**src/rtl/snn_pkg.sv**
```systemverilog
// ---------------------------------------------------------------------------
// snn_pkg
// Shared definitions for the hidden-layer datapath: activation/RAM word width,
// RAM address width, and the state encoding of the hidden-unit RAM sequencer.
// The MAC, the hidden-unit RAM and the sequencer all import this package so
// their widths cannot drift apart.
// ---------------------------------------------------------------------------
package snn_pkg;

    // Activation width; also the hidden-unit RAM word width.
    localparam int DATA_WIDTH = 8;
    // Hidden-unit RAM address width (32 entries).
    localparam int ADDR_WIDTH = 5;

    // Sequencer state encoding. Kept as plain constants so other blocks
    // (debug taps, status registers) can decode the state without the enum.
    localparam logic [2:0] ST_IDLE  = 3'd0;
    localparam logic [2:0] ST_FILL  = 3'd1;
    localparam logic [2:0] ST_PRIME = 3'd2;
    localparam logic [2:0] ST_DRAIN = 3'd3;
    localparam logic [2:0] ST_DONE  = 3'd4;

    typedef enum logic [2:0] {
        S_IDLE  = ST_IDLE,
        S_FILL  = ST_FILL,
        S_PRIME = ST_PRIME,
        S_DRAIN = ST_DRAIN,
        S_DONE  = ST_DONE
    } seq_state_t;

    // Index of the last entry used for a layer of n units. n is expected to
    // be in 1..2**ADDR_WIDTH, so the result always fits the address width.
    function automatic logic [ADDR_WIDTH-1:0] last_index(input int n);
        return ADDR_WIDTH'(n - 1);
    endfunction

endpackage

```
**src/rtl/hidden_ram_seq_if.sv**
```systemverilog
// ---------------------------------------------------------------------------
// hidden_ram_seq_if
// Bundles the three buses the hidden-unit RAM sequencer sits between:
//   write side  : wr_valid / wr_data from the hidden MAC, wr_ready back
//   read side   : rd_valid / rd_data to the output-layer MAC, rd_ready back
//   RAM side    : ram_addr / ram_we / ram_data to the RAM, ram_q from it
// Modports:
//   master : the sequencer (drives ready/valid towards the MACs and the RAM
//            control lines)
//   slave  : the surrounding layer (MACs plus RAM)
// ---------------------------------------------------------------------------
interface hidden_ram_seq_if;
    import snn_pkg::*;

    // Hidden MAC -> sequencer
    logic                  wr_valid;
    logic [DATA_WIDTH-1:0] wr_data;
    logic                  wr_ready;

    // Sequencer -> output-layer MAC
    logic                  rd_valid;
    logic [DATA_WIDTH-1:0] rd_data;
    logic                  rd_ready;

    // Sequencer <-> hidden-unit RAM
    logic [ADDR_WIDTH-1:0] ram_addr;
    logic                  ram_we;
    logic [DATA_WIDTH-1:0] ram_data;
    logic [DATA_WIDTH-1:0] ram_q;

    modport master (
        input  wr_valid, wr_data, rd_ready, ram_q,
        output wr_ready, rd_valid, rd_data, ram_addr, ram_we, ram_data
    );

    modport slave (
        output wr_valid, wr_data, rd_ready, ram_q,
        input  wr_ready, rd_valid, rd_data, ram_addr, ram_we, ram_data
    );

endinterface

```
**src/rtl/hidden_ram_seq.sv**
```systemverilog
// ---------------------------------------------------------------------------
// hidden_ram_seq
// Sequencer for the 32x8 hidden-unit RAM (synchronous write, registered read
// address, one-cycle read latency).
//   FILL  : accepts NUM_UNITS activations from the hidden MAC and writes them
//           to addresses 0..NUM_UNITS-1.
//   DRAIN : streams them back in address order to the output-layer MAC with
//           valid/ready backpressure.
//   REPLAY: re-runs DRAIN on the stored layer without refilling.
//
// Ports:
//   clk     in   clock, rising edge
//   rst     in   asynchronous active-high reset
//   start   in   pulse, FILL then DRAIN; only looked at in IDLE
//   replay  in   pulse, DRAIN only; only looked at in IDLE with loaded=1
//   busy    out  state != IDLE
//   loaded  out  a complete FILL has finished since reset
//   done    out  one-cycle pulse after the last DRAIN handshake
//   bus     if   master side of hidden_ram_seq_if (write, read, RAM buses)
//
// Parameters:
//   NUM_UNITS  entries used per layer, legal range 1..2**ADDR_WIDTH
// ---------------------------------------------------------------------------
module hidden_ram_seq
    import snn_pkg::*;
#(
    parameter int NUM_UNITS = 32
) (
    input  logic               clk,
    input  logic               rst,
    input  logic               start,
    input  logic               replay,
    output logic               busy,
    output logic               loaded,
    output logic               done,
    hidden_ram_seq_if.master   bus
);

    localparam logic [ADDR_WIDTH-1:0] LAST_IDX = last_index(NUM_UNITS);

    // ---------------------------------------------------------------------
    // State and counters
    // ---------------------------------------------------------------------
    seq_state_t            state_reg;
    seq_state_t            state_next;
    logic [ADDR_WIDTH-1:0] wr_idx_reg;
    logic [ADDR_WIDTH-1:0] wr_idx_next;
    logic [ADDR_WIDTH-1:0] rd_idx_reg;
    logic [ADDR_WIDTH-1:0] rd_idx_next;
    logic                  loaded_reg;
    logic                  loaded_next;

    // Combinational outputs, gathered here before driving the interface.
    logic                  wr_ready_c;
    logic                  rd_valid_c;
    logic                  ram_we_c;
    logic [ADDR_WIDTH-1:0] ram_addr_c;
    logic [DATA_WIDTH-1:0] ram_data_c;
    logic                  done_c;

    always_ff @(posedge clk or posedge rst) begin
        if (rst) begin
            state_reg  <= S_IDLE;
            wr_idx_reg <= '0;
            rd_idx_reg <= '0;
            loaded_reg <= 1'b0;
        end else begin
            state_reg  <= state_next;
            wr_idx_reg <= wr_idx_next;
            rd_idx_reg <= rd_idx_next;
            loaded_reg <= loaded_next;
        end
    end

    // ---------------------------------------------------------------------
    // Next-state and output decode
    // ---------------------------------------------------------------------
    always_comb begin
        state_next  = state_reg;
        wr_idx_next = wr_idx_reg;
        rd_idx_next = rd_idx_reg;
        loaded_next = loaded_reg;
        wr_ready_c  = 1'b0;
        rd_valid_c  = 1'b0;
        ram_we_c    = 1'b0;
        ram_addr_c  = '0;
        ram_data_c  = '0;
        done_c      = 1'b0;

        case (state_reg)
            S_IDLE: begin
                // start wins over replay; replay needs a stored layer.
                if (start) begin
                    state_next  = S_FILL;
                    wr_idx_next = '0;
                end else if (replay && loaded_reg) begin
                    state_next = S_PRIME;
                end
            end

            S_FILL: begin
                wr_ready_c = 1'b1;
                ram_we_c   = bus.wr_valid;
                ram_data_c = bus.wr_data;
                ram_addr_c = wr_idx_reg;
                // wr_valid low is a stall: nothing written, index held.
                if (bus.wr_valid) begin
                    if (wr_idx_reg == LAST_IDX) begin
                        state_next  = S_PRIME;
                        loaded_next = 1'b1;
                    end else begin
                        wr_idx_next = wr_idx_reg + ADDR_WIDTH'(1);
                    end
                end
            end

            S_PRIME: begin
                // Present address 0 one cycle ahead so ram_q holds entry 0
                // on the first DRAIN cycle.
                ram_addr_c  = '0;
                rd_idx_next = '0;
                state_next  = S_DRAIN;
            end

            S_DRAIN: begin
                rd_valid_c = 1'b1;
                // Look one entry ahead on a handshake; on a stall the same
                // address is re-registered so ram_q stays put. On the final
                // handshake the look-ahead address is never consumed.
                ram_addr_c = rd_idx_reg + ADDR_WIDTH'(bus.rd_ready);
                if (bus.rd_ready) begin
                    if (rd_idx_reg == LAST_IDX) begin
                        state_next = S_DONE;
                    end else begin
                        rd_idx_next = rd_idx_reg + ADDR_WIDTH'(1);
                    end
                end
            end

            S_DONE: begin
                done_c     = 1'b1;
                state_next = S_IDLE;
            end

            default: begin
                state_next = S_IDLE;
            end
        endcase
    end

    // ---------------------------------------------------------------------
    // Output drive
    // ---------------------------------------------------------------------
    assign bus.wr_ready = wr_ready_c;
    assign bus.rd_valid = rd_valid_c;
    // The RAM already registers its address, so the word is passed through
    // without another register stage.
    assign bus.rd_data  = bus.ram_q;
    assign bus.ram_we   = ram_we_c;
    assign bus.ram_addr = ram_addr_c;
    assign bus.ram_data = ram_data_c;

    assign busy   = (state_reg != S_IDLE);
    assign loaded = loaded_reg;
    assign done   = done_c;

endmodule

```
**src/flat_wrapper.sv**
```systemverilog
// flat-port wrapper written by rule: the top's interface ports become plain ports
module hidden_ram_seq_flat import snn_pkg::*;
#(
    parameter int NUM_UNITS = 32
)
  (clk, rst, start, replay, busy, loaded, done, bus_wr_valid, bus_wr_data, bus_rd_ready, bus_ram_q, bus_wr_ready, bus_rd_valid, bus_rd_data, bus_ram_addr, bus_ram_we, bus_ram_data);
  hidden_ram_seq_if bus_i ();
  input  logic clk;
  input  logic rst;
  input  logic start;
  input  logic replay;
  output logic busy;
  output logic loaded;
  output logic done;
  input wire logic [$bits(bus_i.wr_valid)-1:0] bus_wr_valid;
  input wire logic [$bits(bus_i.wr_data)-1:0] bus_wr_data;
  input wire logic [$bits(bus_i.rd_ready)-1:0] bus_rd_ready;
  input wire logic [$bits(bus_i.ram_q)-1:0] bus_ram_q;
  output wire logic [$bits(bus_i.wr_ready)-1:0] bus_wr_ready;
  output wire logic [$bits(bus_i.rd_valid)-1:0] bus_rd_valid;
  output wire logic [$bits(bus_i.rd_data)-1:0] bus_rd_data;
  output wire logic [$bits(bus_i.ram_addr)-1:0] bus_ram_addr;
  output wire logic [$bits(bus_i.ram_we)-1:0] bus_ram_we;
  output wire logic [$bits(bus_i.ram_data)-1:0] bus_ram_data;
  assign bus_i.wr_valid = bus_wr_valid;
  assign bus_i.wr_data = bus_wr_data;
  assign bus_i.rd_ready = bus_rd_ready;
  assign bus_i.ram_q = bus_ram_q;
  assign bus_wr_ready = bus_i.wr_ready;
  assign bus_rd_valid = bus_i.rd_valid;
  assign bus_rd_data = bus_i.rd_data;
  assign bus_ram_addr = bus_i.ram_addr;
  assign bus_ram_we = bus_i.ram_we;
  assign bus_ram_data = bus_i.ram_data;
  hidden_ram_seq #(.NUM_UNITS(NUM_UNITS)) u_core (.clk(clk), .rst(rst), .start(start), .replay(replay), .busy(busy), .loaded(loaded), .done(done), .bus(bus_i));
endmodule
```
**config.mk**
```make
export PLATFORM = sky130hd
export DESIGN_NAME = hidden_ram_seq_flat
export DESIGN_NICKNAME = d
export VERILOG_FILES = /design/src/rtl/snn_pkg.sv /design/src/rtl/hidden_ram_seq_if.sv /design/src/rtl/hidden_ram_seq.sv /design/src/flat_wrapper.sv
export SDC_FILE = /design/constraint.sdc
export NUM_CORES = 1
export LEC_CHECK = 0
export BUFFER_PORTS_ARGS = -buffer_cell sky130_fd_sc_hd__buf_2
export CORE_AREA = 2 2 49 51
export CTS_BUF_LIST = sky130_fd_sc_hd__clkbuf_8
export DETAILED_ROUTE_END_ITERATION = 6
export DIE_AREA = 0 0 51 53
export PLACE_DENSITY = 0.83
export SLEW_MARGIN = 20
export SYNTH_ARGS = -nofsm -noshare
export SYNTH_HDL_FRONTEND = slang
export SYNTH_SLANG_ARGS = --single-unit
```
**constraint.sdc**
```tcl
create_clock -name clk -period 3 [get_ports clk]
set_input_delay 0.15 -clock clk [delete_from_list [all_inputs] [get_ports clk]]
set_output_delay 0.15 -clock clk [all_outputs]
set_load 0.05 [all_outputs]
```
# --- After elaboration in Yosys (flattened, before gate mapping) ---
# Index checks and enable logic that the tools add are counted.
word_totals:
  reg_bits: 14
  latch_bits: 0
  mem_bits_rw: 0
  romBits: 0
  input_bits: 22
  output_inout_bits: 27
  elab_cells: 50
  memories: 0
classes:
  n_addsub: 3
  multipliers: 0
  div: 0
  n_lt_le_gt_ge: 0
  eq_ne: 14
  n_shift: 0
  mux: 20
  bitwise_logic: 0
  n_reduce_logical: 9
ops:
  columns: ["cell", "count"]
  rows:
  - ["one-hot mux 5 bit (2 select lines)", 3]
  - ["two-way mux 5 bit", 5]
  - ["two-way mux 3 bit", 6]
  - ["one-hot mux 3 bit (4 select lines)", 1]
  - ["adder 5 x 1 -> 5 bit (second input constant)", 2]
  - ["== test 5 bit (second input constant)", 2]
  - ["inequality test 2 bit (second input constant)", 5]
  - ["two-way mux 8 bit", 1]
  - ["== test 3 x 2 -> 1 bit (second input constant)", 2]
  - ["AND reduction 3 bit", 2]
  - ["adder 5 x 1 -> 5 bit", 1]
  - ["AND reduction 5 bit", 1]
  - ["two-way mux 1 bit", 4]
  - ["inequality test 2 x 1 -> 1 bit (second input constant)", 2]
  - ["AND reduction 4 bit", 1]
  - ["nonzero test 2 bit", 2]
  - ["== test 3 x 1 -> 1 bit (second input constant)", 1]
  - ["== test 3 bit (second input constant)", 1]
  - ["zero test 3 bit", 1]
  - ["inequality test 3 x 2 -> 1 bit (second input constant)", 1]
  - ["nonzero test 3 bit", 1]
  - ["logical AND 1 bit", 1]

# --- Logic depth before layout (Yosys ltp) ---
# Gate-level depths: netlist (run 1).
depth:
  word_depth: 4
  ltp_mapped: 6

# --- Least setup slack after synthesis (run 1) ---
# No wires, ideal clock.
synth_timing:
  path_kind: "register to output"
  from: "register u_core.state_reg[0]"
  to: "output port bus_ram_addr[0]"
  t_arrival_ns: 1.773
  slack_ns: 1.077
  stages_incl_launch_ff: 5
  path_buffers: 2
  cell_sequence: "dfrtp_1 > buf_2 > and3b_1 > clkbuf_1 > a22o_1"
synth_between:
  elab_chain_len: 2
synth_lines:
  columns: ["item", "line", "source"]
  rows:
  - ["from (decl)", "hidden_ram_seq.sv:44", "seq_state_t state_reg;"]
  - ["from (signal assigned)", "hidden_ram_seq.sv:68", "state_reg <= state_next;"]
  - ["== test 3 x 2 -> 1 bit / == test 3 x 1 -> 1 bit (equally long branches)", "hidden_ram_seq.sv:90", "case (state_reg)"]
  - ["one-hot mux 5 bit (2 select lines) *", "hidden_ram_seq.sv:90", null]
  - ["to (decl)", "flat_wrapper.sv:22", "output wire logic [$bits(bus_i.ram_addr)-1:0] bus_ram_addr;"]
# Mark *: on every way between the ends. The rest lies on a longest branch, timed or not.

# --- Worst setup path in the final report (run 1) ---
layout_timing:
  from: "register u_core.state_reg[0]"
  to: "output port bus_ram_addr[2]"
# The elaborated chain is that of the path after synthesis.

==> Flow_metrics.wiki, run 1 <==
{| class="wikitable"
! Metric !! Value
|-
| Clock skew || 0.00419 ns
|-
| HP Start || replay
|-
| Maximum count of clock buffers along a single path || 2
|-
| Worst reg2reg endpoint || u_core.wr_idx_reg[0]
|-
| RSZ-0062 raised after global routing || no
|-
| Number of global-route vias before repair || 847
|-
| IO buf count || 32
|-
| Top delay family on crit path || simple AND/OR/NAND/NOR gates
|-
| Top Ports || 49
|-
| EDFF count, synth || 0
|-
| Fraction of final layout cells with drive strength greater than 1 || 27.7%
|-
| Cell type of the slowest stage on the worst timing path || sky130_fd_sc_hd__nor3b_2
|-
| Total standard cell area after synthesis || 0.00106 mm2
|-
| Total area of multi-input combinational cells || around 590 um2
|-
| Net count of the mapped netlist || 145
|-
| Worst Hold Endpoint || u_core.state_reg[1]
|-
| CTS H-Tree Depth || 1
|-
| Clock buffer count from CTS || 3
|-
| Warnings, synthesis || 0
|-
| Total via count after detailed routing || 899
|-
| Path type of the worst setup path || reg2out
|-
| Max Clk Rate || 425 MHz
|-
| Cell count after placement || around 160
|-
| Required time of the worst setup path || 2.85 ns
|-
| DRC marker count from the first detailed-route iteration || 11
|-
| Clock power share || about an eighth
|-
| Final number of hold-violating endpoints || 0
|-
| CP Capture Type || output pin
|-
| Gp weighted congestion || 0.817
|-
| Effective utilization at floorplan || 49.4%
|-
| Setup violators final || 0
|-
| Total congestion overflow || 0
|-
| Final Net Count || 170
|-
| CP Cell Sequence || nor3b_2 > a22o_1 > buf_2
|-
| VDD IR max || 0.673 mV
|-
| Ys async rst share || 100%
|-
| Core region area || approximately 0.0021 mm2
|-
| Die Wd || 51 um
|-
| Buffering stage count on the worst path with inverters included || 1
|-
| DR vias/cell || 5.32
|-
| Leading cell type in the layout, fill and taps excluded || sky130_fd_sc_hd__buf_2
|-
| Power density over the cells || 1140 mW/mm2
|-
| Internal Power || ~0.00063 W
|-
| Post-synthesis area per instance || 9.07 um2
|-
| Clock root buffer || sky130_fd_sc_hd__clkbuf_8
|-
| Sequential cell area || 350 um2
|-
| Arrival time of data at the critical path endpoint || 2.20 ns
|-
| LEAKAGE || 0.634 nW
|-
| Wire length of the first global-routing pass || 3.64 mm
|-
| Outcome || finished clean
|-
| Shortest period the worst path allows || 2.35 ns
|-
| First-pass DRT Iterations || 4
|-
| R2r worst-path depth || 6
|-
| Total wire length after detailed routing || 2.25 mm
|-
| Min-Delay Path Class || in2reg
|-
| Worst R2R Setup Slack || 0.88 ns
|-
| Antenna diodes || 0
|-
| Relative slew slack || 43.7%
|-
| Switching pwr || 0.000776 W
|-
| Worst-path clk slew || 0.06 ns
|-
| Count of unique library cells instantiated by Yosys || 37
|-
| Synth Flop Type || sky130_fd_sc_hd__dfrtp_1
|-
| Launch instance of the worst register-to-register path || u_core.wr_idx_reg[0]
|-
| Number of fill cells || about 190
|-
| Transition time of the tightest slew-check pin || ~0.84 ns
|-
| Syn-to-layout area delta || 16.7%
|-
| Combinational power share || 62.0%
|-
| Sequential area share after synthesis || 33.0%
|-
| Top library cells by usage in the layout, fill and taps aside || sky130_fd_sc_hd__buf_2, sky130_fd_sc_hd__dfrtp_1, sky130_fd_sc_hd__inv_1
|-
| Antenna violations before repair || 0
|-
| Total die area || 0.00270 mm2
|-
| Std cell rows || 17
|-
| Cell count after synthesis || 117
|-
| Clock tree from TritonCTS || built
|-
| Overall track demand over capacity in global routing || 18.3%
|-
| Worst hold path cell count || 3
|-
| Total of max-cap violations || 0
|-
| Portion of synthesized cell area occupied by the leading cell type || 33.0%
|-
| Clock sinks || 14
|-
| Leading cell types by total area after synthesis || sky130_fd_sc_hd__dfrtp_1, sky130_fd_sc_hd__ha_1, sky130_fd_sc_hd__mux2i_1, sky130_fd_sc_hd__buf_4, sky130_fd_sc_hd__and2_1
|-
| Longest individual stage delay on the worst path || 0.78 ns
|-
| Non-filler cells in the finished layout || 169
|-
| Average wire per standard cell || 13.3 um
|-
| Post-DRT Antenna Nets || 0
|-
| Pins over their slew limit || 0
|-
| DRC errors left || 0
|-
| Switching portion of total power || approximately 55%
|-
| Part of the power in registers || between 20% and 30%
|-
| Height of the chip || 53 um
|-
| Setup TNS Final || 0 ns
|-
| Pin count of the biggest net entering global routing || 20
|-
| Highest fanout seen on the critical path || 19
|-
| Worst Setup Start Kind || flop
|-
| Post-detail-place hpwl || 1.68 mm
|-
| Worst-Skew Late Latency || between 0.2 and 0.3 ns
|-
| Cell type with the highest aggregate area in the netlist || sky130_fd_sc_hd__dfrtp_1
|-
| Share of the clock period used by the worst path || 78.4%
|-
| Flops & latches, synth || 14
|}
==> kinds of logic after synthesis <==
| logic type | synth area share (%) |
|---|---|
| DFF | 33.0 |
| xor gates and xnor gates | 2.48 |
| muxes | 6.72 |
| buffers and inverters | 11.3 |
| AOI/OAI and AO/OA | 17.3 |
| and+or+nand+nor | 22.1 |
| adders and majority gates | 7.08 |
==> worst min-delay path, delay by kind of cell <==
kind / cells / cell delay [ns]
buffers and inverters: 1 / 0.10
AND/OR/NAND/NOR: 1 / 0.07
AO/OA/AOI/OAI: 1 / 0.08
==> power groups by stage <==
| stage | logic, W | registers (W) | clock network, W |
|---|---|---|---|
| after CTS | 0.000880 | 0.000348 | 0.000191 |
| after floorplan | 0.000731 | 0.000349 | 0 |
| after detailed placement | 0.000877 | 0.000350 | 0 |
| after global routing | 0.000937 | 0.000361 | 0.000196 |
| after global placement | 0.000860 | 0.000349 | 0 |
| final | 0.000874 | 0.000349 | 0.000187 |
==> synth_stat cells (all sizes together), types with 3 or more instances <==
cell type	instances
a21oi	3
a22o	5
and2	9
and3	4
buf	11
dfrtp	14
ha	6
inv	10
mux2i	6
nand2	6
nand2b	4
nand3	8
o21ai	4
o21bai	3
==> layer usage <==
| layer | up-vias | wire length (um) | GRT usage, % |
|---|---|---|---|
| met1 | 417 | 1030 | 21.5 |
| met3 | 3 | 133 | 4.52 |
| met5 | - | 0 | 0 |
| met2 | 30 | 1060 | 31.4 |
| li1 | 449 | - | - |
| met4 | 0 | 34 | 8.11 |
==> worst max path at each step <==
stage                               startpoint  cells after the start                    to  slack, ns
after global placement    u_core.wr_idx_reg[0]                      6  u_core.wr_idx_reg[0]       0.96
final                      u_core.state_reg[0]                      3       bus_ram_addr[2]       0.65
after global routing       u_core.state_reg[0]                      3       bus_ram_addr[2]       0.50
after detailed placement  u_core.wr_idx_reg[0]                      6  u_core.wr_idx_reg[0]       0.91
after CTS                  u_core.state_reg[0]                      3       bus_ram_addr[3]       0.65
after floorplan            u_core.state_reg[0]                      4       bus_ram_addr[0]       1.08
==> cell type report <==
type	instances	area share, %
timing repair buffer	33	13.7
clock buffer	4	4.44
tap	28	2.83
multi-input combinational	80	47.7
sequential	14	28.3
inverter	10	3.03
==> stage by stage <==
stage	total power [W]	utilization [%]	instance area, um2	setup slack (ns)	hold WS (ns)
finish	0.00141	57.7	1240	0.649	0.191
CTS	0.00142	57.7	1240	0.651	0.194
global placement	0.00121	54.6	1170	0.959	0.225
global route	0.00149	57.7	1240	0.504	0.219
floorplan	0.00108	-	1060	1.08	0.0392
detailed placement	0.00123	54.6	1170	0.908	0.224
==> timing repair <==
action	4_1_cts	5_1_grt
resized for setup	0	0
endpoints found under the setup margin	0	0
hold buffers	1	0
hold endpoints to repair	14	0
buffers inserted	0	0
Power figures use the tool's default switching activity.
==> inputs of run 2 (changes only) <==
--- a/config.mk
+++ b/config.mk
@@ -6,11 +6,11 @@
 export NUM_CORES = 1
 export LEC_CHECK = 0
 export BUFFER_PORTS_ARGS = -buffer_cell sky130_fd_sc_hd__buf_2
-export CORE_AREA = 2 2 49 51
+export CORE_AREA = 2 2 53 55
 export CTS_BUF_LIST = sky130_fd_sc_hd__clkbuf_8
 export DETAILED_ROUTE_END_ITERATION = 6
-export DIE_AREA = 0 0 51 53
-export PLACE_DENSITY = 0.83
+export DIE_AREA = 0 0 55 57
+export PLACE_DENSITY = 0.75
 export SLEW_MARGIN = 20
 export SYNTH_ARGS = -nofsm -noshare
 export SYNTH_HDL_FRONTEND = slang
==> constraint.sdc (replaced) <==
create_clock -name clk -period 1.99 [get_ports clk]
set_input_delay 0.0995 -clock clk [delete_from_list [all_inputs] [get_ports clk]]
set_output_delay 0.0995 -clock clk [all_outputs]
set_load 0.05 [all_outputs]
==> run 2 against run 1 <==
Compared with the run above: via count is 2.4% higher; core utilization is 8.2 points lower; sequential cell count stayed put; count of clock-buffer cells in the layout stayed put; worst setup slack worse by 0.58 ns; clock skew is 0.0011 ns lower; sequential share of layout area is 0.98 points lower; worst hold slack worse by 0.061 ns; final area is 4.3% higher; critical endpoint is now u_core.wr_idx_reg[0]; largest power group unchanged.
==> Flow_metrics.wiki, run 2 (synthesis results as in run 1) <==
{| class="wikitable"
! Metric !! Value
|-
| Post-detail-place hpwl || 1.87 mm (+11%)
|-
| Pins over their slew limit || 0 (unchanged)
|-
| Pin count of the biggest net entering global routing || 20 (unchanged)
|-
| Syn-to-layout area delta || 21.8%
|-
| Outcome || finished clean
|-
| DR vias/cell || 5.20 (-2.2%)
|-
| Fraction of final layout cells with drive strength greater than 1 || 33.6% (+5.9 points)
|-
| Highest fanout seen on the critical path || 5 (-14)
|-
| Antenna diodes || 0 (unchanged)
|-
| Transition time of the tightest slew-check pin || 0.556 ns (-0.285 ns)
|-
| Max Clk Rate || 520 MHz
|-
| Total congestion overflow || 0 (unchanged)
|-
| Worst-Skew Late Latency || 0.25 ns (about the same)
|-
| Top Ports || 49 (unchanged)
|-
| Tot Pwr || 0.00223 W (+58%)
|-
| Clock root buffer || sky130_fd_sc_hd__clkbuf_8
|-
| DRC marker count from the first detailed-route iteration || 22 (+11)
|-
| Sequential cell area || 353 um2 (+0.71%)
|-
| LEAKAGE || 0.659 nW (+4.0%)
|-
| Layout Utilization || 49.4% (-8.2 points)
|-
| Overall track demand over capacity in global routing || 17.7% (-0.61 points)
|-
| Path type of the worst setup path || reg2reg
|-
| Shortest period the worst path allows || 1.92 ns
|-
| VDD IR max || 1.18 mV (+76%)
|-
| Share of the clock period used by the worst path || 96.7%
|-
| Maximum count of clock buffers along a single path || 2 (unchanged)
|-
| Power density over the cells || 1720 mW/mm2 (+51%)
|-
| Total wire length after detailed routing || 2.46 mm (+9.6%)
|-
| Setup TNS Final || 0 ns (unchanged)
|-
| Setup Fix Bufs, Post-CTS || 0 (unchanged)
|-
| CTS H-Tree Depth || 1 (unchanged)
|-
| Final Net Count || 175 (+2.9%)
|-
| Worst Setup Start Kind || flop
|-
| Number of fill cells || 256 (+38%)
|-
| CP Capture Type || flop
|-
| First-pass DRT Iterations || 4 (unchanged)
|-
| Clock tree from TritonCTS || built
|-
| Std cell rows || 19 (+2)
|-
| Clock buffer count from CTS || 3 (unchanged)
|-
| Height of the chip || 57 um (+7.5%)
|-
| Final number of hold-violating endpoints || 0 (unchanged)
|-
| Total die area || 0.00314 mm2 (+16%)
|-
| Arrival time of data at the critical path endpoint || 2.06 ns (-0.14 ns)
|-
| Total of max-cap violations || 0 (unchanged)
|-
| Antenna violations before repair || 0 (unchanged)
|-
| RSZ-0062 raised after global routing || yes
|-
| Leading cell type in the layout, fill and taps excluded || sky130_fd_sc_hd__buf_2
|-
| Core region area || 0.00262 mm2 (+22%)
|-
| Top library cells by usage in the layout, fill and taps aside || sky130_fd_sc_hd__buf_2, sky130_fd_sc_hd__dfrtp_1, sky130_fd_sc_hd__inv_1
|-
| Clock sinks || 14 (unchanged)
|-
| Relative slew slack || 62.9% (+19 points)
|-
| Number of global-route vias before repair || 912 (+7.7%)
|-
| Total area of multi-input combinational cells || 601 um2 (+1.7%)
|-
| Clock skew || 0.00313 ns (-0.00106 ns)
|-
| Worst-path clk slew || 0.07 ns (about the same)
|-
| Effective utilization at floorplan || 40.6% (-8.8 points)
|-
| DRC errors left || 0 (unchanged)
|-
| Total via count after detailed routing || 921 (+2.4%)
|-
| Required time of the worst setup path || 2.13 ns (-0.72 ns)
|-
| IO buf count || 32 (unchanged)
|-
| Gp weighted congestion || 0.827 (+1.2%)
|-
| Post-DRT Antenna Nets || 0 (unchanged)
|-
| Die Wd || 55 um (+7.8%)
|-
| Wire length of the first global-routing pass || 4.11 mm (+13%)
|-
| Min-Delay Path Class || in2reg
|-
| Setup violators final || 0 (unchanged)
|-
| Average wire per standard cell || 13.9 um (+4.7%)
|}
-- run 2: worst max-delay path, cell delays in order (launching register included) --
cell and delay (ns):
sky130_fd_sc_hd__dfrtp_2 0.44, sky130_fd_sc_hd__ha_2 0.21, sky130_fd_sc_hd__and3_1 0.18, sky130_fd_sc_hd__ha_1 0.21, sky130_fd_sc_hd__nand3b_1 0.22, sky130_fd_sc_hd__a21oi_2 0.22
sky130_fd_sc_hd__mux2_4 0.33
-- run 2: path summary, 6_finish.rpt --
check	slack (ns)	cells after the start	startpoint	end
hold / removal	0.13	3	replay	u_core.state_reg[1]
max in group asynchronous	1.15	3	rst	u_core.state_reg[0]
setup / recovery	0.07	6	u_core.wr_idx_reg[0]	u_core.wr_idx_reg[0]
min in group asynchronous	0.43	3	rst	u_core.rd_idx_reg[4]
setup reg to reg	0.07	6	u_core.wr_idx_reg[0]	u_core.wr_idx_reg[0]
hold reg to reg	0.49	1	u_core.loaded	u_core.loaded
-- run 2: cell type report --
type                       instances  area share [%]
multi-input combinational         80            46.5
sequential                        14            27.3
timing repair buffer              38            16.1
clock buffer                       4            4.26
tap                               31            3.00
inverter                          10            2.90
-- run 2: metrics by stage --
stage | instances | instance area, um2 | worst slack, ns | hold WS, ns
after global placement | 172 | 1210 | 0.142 | 0.171
after CTS | 177 | 1280 | 0.0162 | 0.127
after detailed placement | 172 | 1210 | 0.0333 | 0.191
after global routing | 177 | 1290 | -0.0107 | 0.158
after floorplan | 117 | 1060 | 0.0864 | -0.0113
final | 177 | 1290 | 0.0659 | 0.130
-- run 2: where the power goes --
part           switching [W]  internal (W)
registers           0.000136      0.000392
clock network       0.000118      0.000176
logic               0.000955      0.000453
total                0.00121       0.00102
-- run 2: timing repair --
| action | in CTS | in global routing |
|---|---|---|
| endpoints found under the hold margin | 14 | 0 |
| setup endpoints to repair | 0 | 12 |
| resized for setup | 0 | 5 |
| hold buffers | 1 | 0 |
-- run 2: routing by layer --
metal,GRT usage [%],routed length (um),vias up
met5,0,0,-
met4,4.18,17,0
met3,3.40,92,2
met2,28.4,1290,22
met1,24.3,1070,437
li1,-,-,460
==> inputs of run 3 (changes only) <==
--- a/config.mk
+++ b/config.mk
@@ -5,12 +5,12 @@
 export SDC_FILE = /design/constraint.sdc
 export NUM_CORES = 1
 export LEC_CHECK = 0
-export BUFFER_PORTS_ARGS = -buffer_cell sky130_fd_sc_hd__buf_2
-export CORE_AREA = 2 2 53 55
+export CORE_AREA = 2 2 46 48
 export CTS_BUF_LIST = sky130_fd_sc_hd__clkbuf_8
 export DETAILED_ROUTE_END_ITERATION = 6
-export DIE_AREA = 0 0 55 57
-export PLACE_DENSITY = 0.75
+export DIE_AREA = 0 0 48 50
+export DONT_BUFFER_PORTS = 1
+export PLACE_DENSITY = 0.74
 export SLEW_MARGIN = 20
 export SYNTH_ARGS = -nofsm -noshare
 export SYNTH_HDL_FRONTEND = slang
==> run 3 against run 2 <==
Compared with the run above: die area fell by 23%; critical path type unchanged; first-iteration DRC count fell by 50%; sequential power increased by 5.9%; count of clock-buffer cells in the layout did not move; largest power group unchanged; register-to-register slack is essentially flat.
==> Flow_metrics.wiki, run 3 (synthesis results as in run 1) <==
{| class="wikitable"
! Metric !! Value
|-
| Total of max-cap violations || 0 (unchanged)
|-
| Relative slew slack || 63.4% (+0.48 points)
|-
| Total wire length after detailed routing || 2.57 mm (+4.3%)
|-
| Clock buffer count from CTS || 3 (unchanged)
|-
| Maximum count of clock buffers along a single path || 2 (unchanged)
|-
| Arrival time of data at the critical path endpoint || 2.05 ns (about the same)
|-
| Transition time of the tightest slew-check pin || 0.549 ns (-0.00718 ns)
|-
| Min Hold Slack || 0.0360 ns (-0.0939 ns)
|-
| First-pass DRT Iterations || 4 (unchanged)
|-
| CP Cell Sequence || ha_2 > and3_1 > ha_1 > nand3b_1 > a21oi_2 > mux2_1
|-
| Fraction of final layout cells with drive strength greater than 1 || 21.5% (-12 points)
|-
| Switching portion of total power || 48.1% (-6.1 points)
|-
| Antenna diodes || 0 (unchanged)
|-
| Top Ports || 49 (unchanged)
|-
| Share of the clock period used by the worst path || 96.1% (-0.56 points)
|-
| Cell type of the slowest stage on the worst timing path || sky130_fd_sc_hd__dfrtp_1
|-
| Gp weighted congestion || 0.812 (-1.8%)
|-
| Post-DRT Antenna Nets || 0 (unchanged)
|-
| RSZ-0062 raised after global routing || yes
|-
| Internal Power || 0.00138 W (+35%)
|-
| Pins over their slew limit || 0 (unchanged)
|-
| Tot Pwr || 0.00266 W (+19%)
|-
| Required time of the worst setup path || 2.12 ns (about the same)
|-
| Post-detail-place hpwl || 1.89 mm (+1.3%)
|-
| Antenna violations before repair || 0 (unchanged)
|-
| Shortest period the worst path allows || 1.91 ns (-0.0112 ns)
|-
| Worst Setup Start Kind || flop
|-
| Setup violators final || 0 (unchanged)
|-
| Average wire per standard cell || 16.4 um (+18%)
|-
| Total congestion overflow || 0 (unchanged)
|-
| Number of global-route vias before repair || 844 (-7.5%)
|-
| Core region area || 0.00190 mm2 (-27%)
|-
| Total via count after detailed routing || 890 (-3.4%)
|-
| Die Wd || 48 um (-13%)
|-
| Final number of hold-violating endpoints || 0 (unchanged)
|-
| LEAKAGE || 0.649 nW (-1.5%)
|-
| Clock root buffer || sky130_fd_sc_hd__clkbuf_8
|-
| Min-Delay Path Class || in2reg
|-
| Total die area || 0.00240 mm2 (-23%)
|-
| VDD IR max || 1.77 mV (+50%)
|-
| Path type of the worst setup path || reg2reg
|-
| Longest individual stage delay on the worst path || 0.41 ns (-0.03 ns)
|-
| Pin count of the biggest net entering global routing || 18 (-10%)
|-
| Final Net Count || 159 (-9.1%)
|-
| Wire length of the first global-routing pass || 4.00 mm (-2.8%)
|-
| Height of the chip || 50 um (-12%)
|-
| Switching pwr || 0.00128 W (+5.8%)
|-
| DR vias/cell || 5.67 (+8.9%)
|-
| Clock power share || 10.8% (-2.4 points)
|-
| Sequential cell area || 350 um2 (-0.71%)
|-
| Effective utilization at floorplan || 55.8% (+15 points)
|-
| Max Clk Rate || 523 MHz (+0.59%)
|-
| Overall track demand over capacity in global routing || 23.7% (+6.0 points)
|-
| IO buf count || 0 (-100%)
|-
| CTS H-Tree Depth || 1 (unchanged)
|-
| Total area of multi-input combinational cells || 593 um2 (-1.2%)
|-
| Number of fill cells || 133 (-48%)
|-
| Clock sinks || 14 (unchanged)
|-
| Combinational power share || 68.2% (+5.1 points)
|-
| Std cell rows || 16 (-3)
|-
| Clock skew || 0.00320 ns (+0.0000732 ns)
|-
| Highest fanout seen on the critical path || 5 (unchanged)
|-
| Worst-Skew Late Latency || 0.25 ns (about the same)
|-
| CP Capture Type || flop
|-
| Top library cells by usage in the layout, fill and taps aside || sky130_fd_sc_hd__buf_12, sky130_fd_sc_hd__dfrtp_1, sky130_fd_sc_hd__inv_1
|-
| Clock tree from TritonCTS || built
|-
| Power density over the cells || 1880 mW/mm2 (+8.9%)
|-
| Worst-path clk slew || 0.06 ns (about the same)
|-
| DRC errors left || 0 (unchanged)
|-
| Outcome || finished clean
|-
| DRC marker count from the first detailed-route iteration || 11 (-50%)
|-
| Part of the power in registers || 21.0% (-2.7 points)
|-
| Syn-to-layout area delta || 33.4%
|}
-- run 3: power groups by stage --
stage	logic, W	clock network (W)	registers (W)
finish	0.00181	0.000286	0.000559
global placement	0.00175	0	0.000548
floorplan	0.00110	0	0.000526
CTS	0.00181	0.000293	0.000553
detailed placement	0.00179	0	0.000556
global route	0.00192	0.000306	0.000570
-- run 3: stage by stage --
| stage | setup TNS [ns] | cells | instance area, um2 | util (%) | setup slack (ns) |
|---|---|---|---|---|---|
| 5_1_grt | -0.0306 | 157 | 1420 | 74.4 | -0.0192 |
| 3_5_place_dp | 0 | 150 | 1330 | 69.9 | 0.0546 |
| 2_1_floorplan | 0 | 117 | 1060 | - | 0.0864 |
| 6_report | 0 | 157 | 1420 | 74.4 | 0.0771 |
| 3_3_place_gp | 0 | 150 | 1330 | 69.9 | 0.130 |
| 4_1_cts | 0 | 156 | 1410 | 73.9 | 0.0343 |
-- run 3: critical path, delay by kind of cell, from the launching register on --
family          cells  cell delay [ns]
simple gates        2             0.44
fa+ha+maj           2             0.41
mux                 1             0.33
compound gates      1             0.21
flops               1             0.41
-- run 3: final timing paths --
kind                                 startpoint  cells after the start  slack, ns                    to
max                        u_core.wr_idx_reg[1]                      6       0.08  u_core.wr_idx_reg[0]
min                                      replay                      2       0.04   u_core.state_reg[1]
max reg2reg                u_core.wr_idx_reg[1]                      6       0.08  u_core.wr_idx_reg[0]
min reg2reg                u_core.wr_idx_reg[4]                      2       0.56  u_core.wr_idx_reg[4]
max in group asynchronous                   rst                      2       1.29  u_core.wr_idx_reg[4]
min in group asynchronous                   rst                      2       0.34   u_core.state_reg[0]
-- run 3: cell type report --
type	count	share of cell area [%]
multi-input combinational	80	41.9
sequential	14	24.8
timing repair buffer	22	24.4
clock buffer	4	3.89
inverter	10	2.65
tap	27	2.39
-- run 3: routing by layer --
metal  global-route usage (%)  wire length [um]  vias up
li1                         -                 -      430
met4                     10.4                70        0
met3                     5.13               131       11
met2                     33.8              1200       30
met1                     33.6              1170      419
met5                        0                 0        -
-- run 3: repair_timing --
action	CTS	global route
hold buffers	2	0
endpoints found under the hold margin	15	0
gates resized for setup	0	1
endpoints found under the setup margin	0	5
buffers inserted	0	1
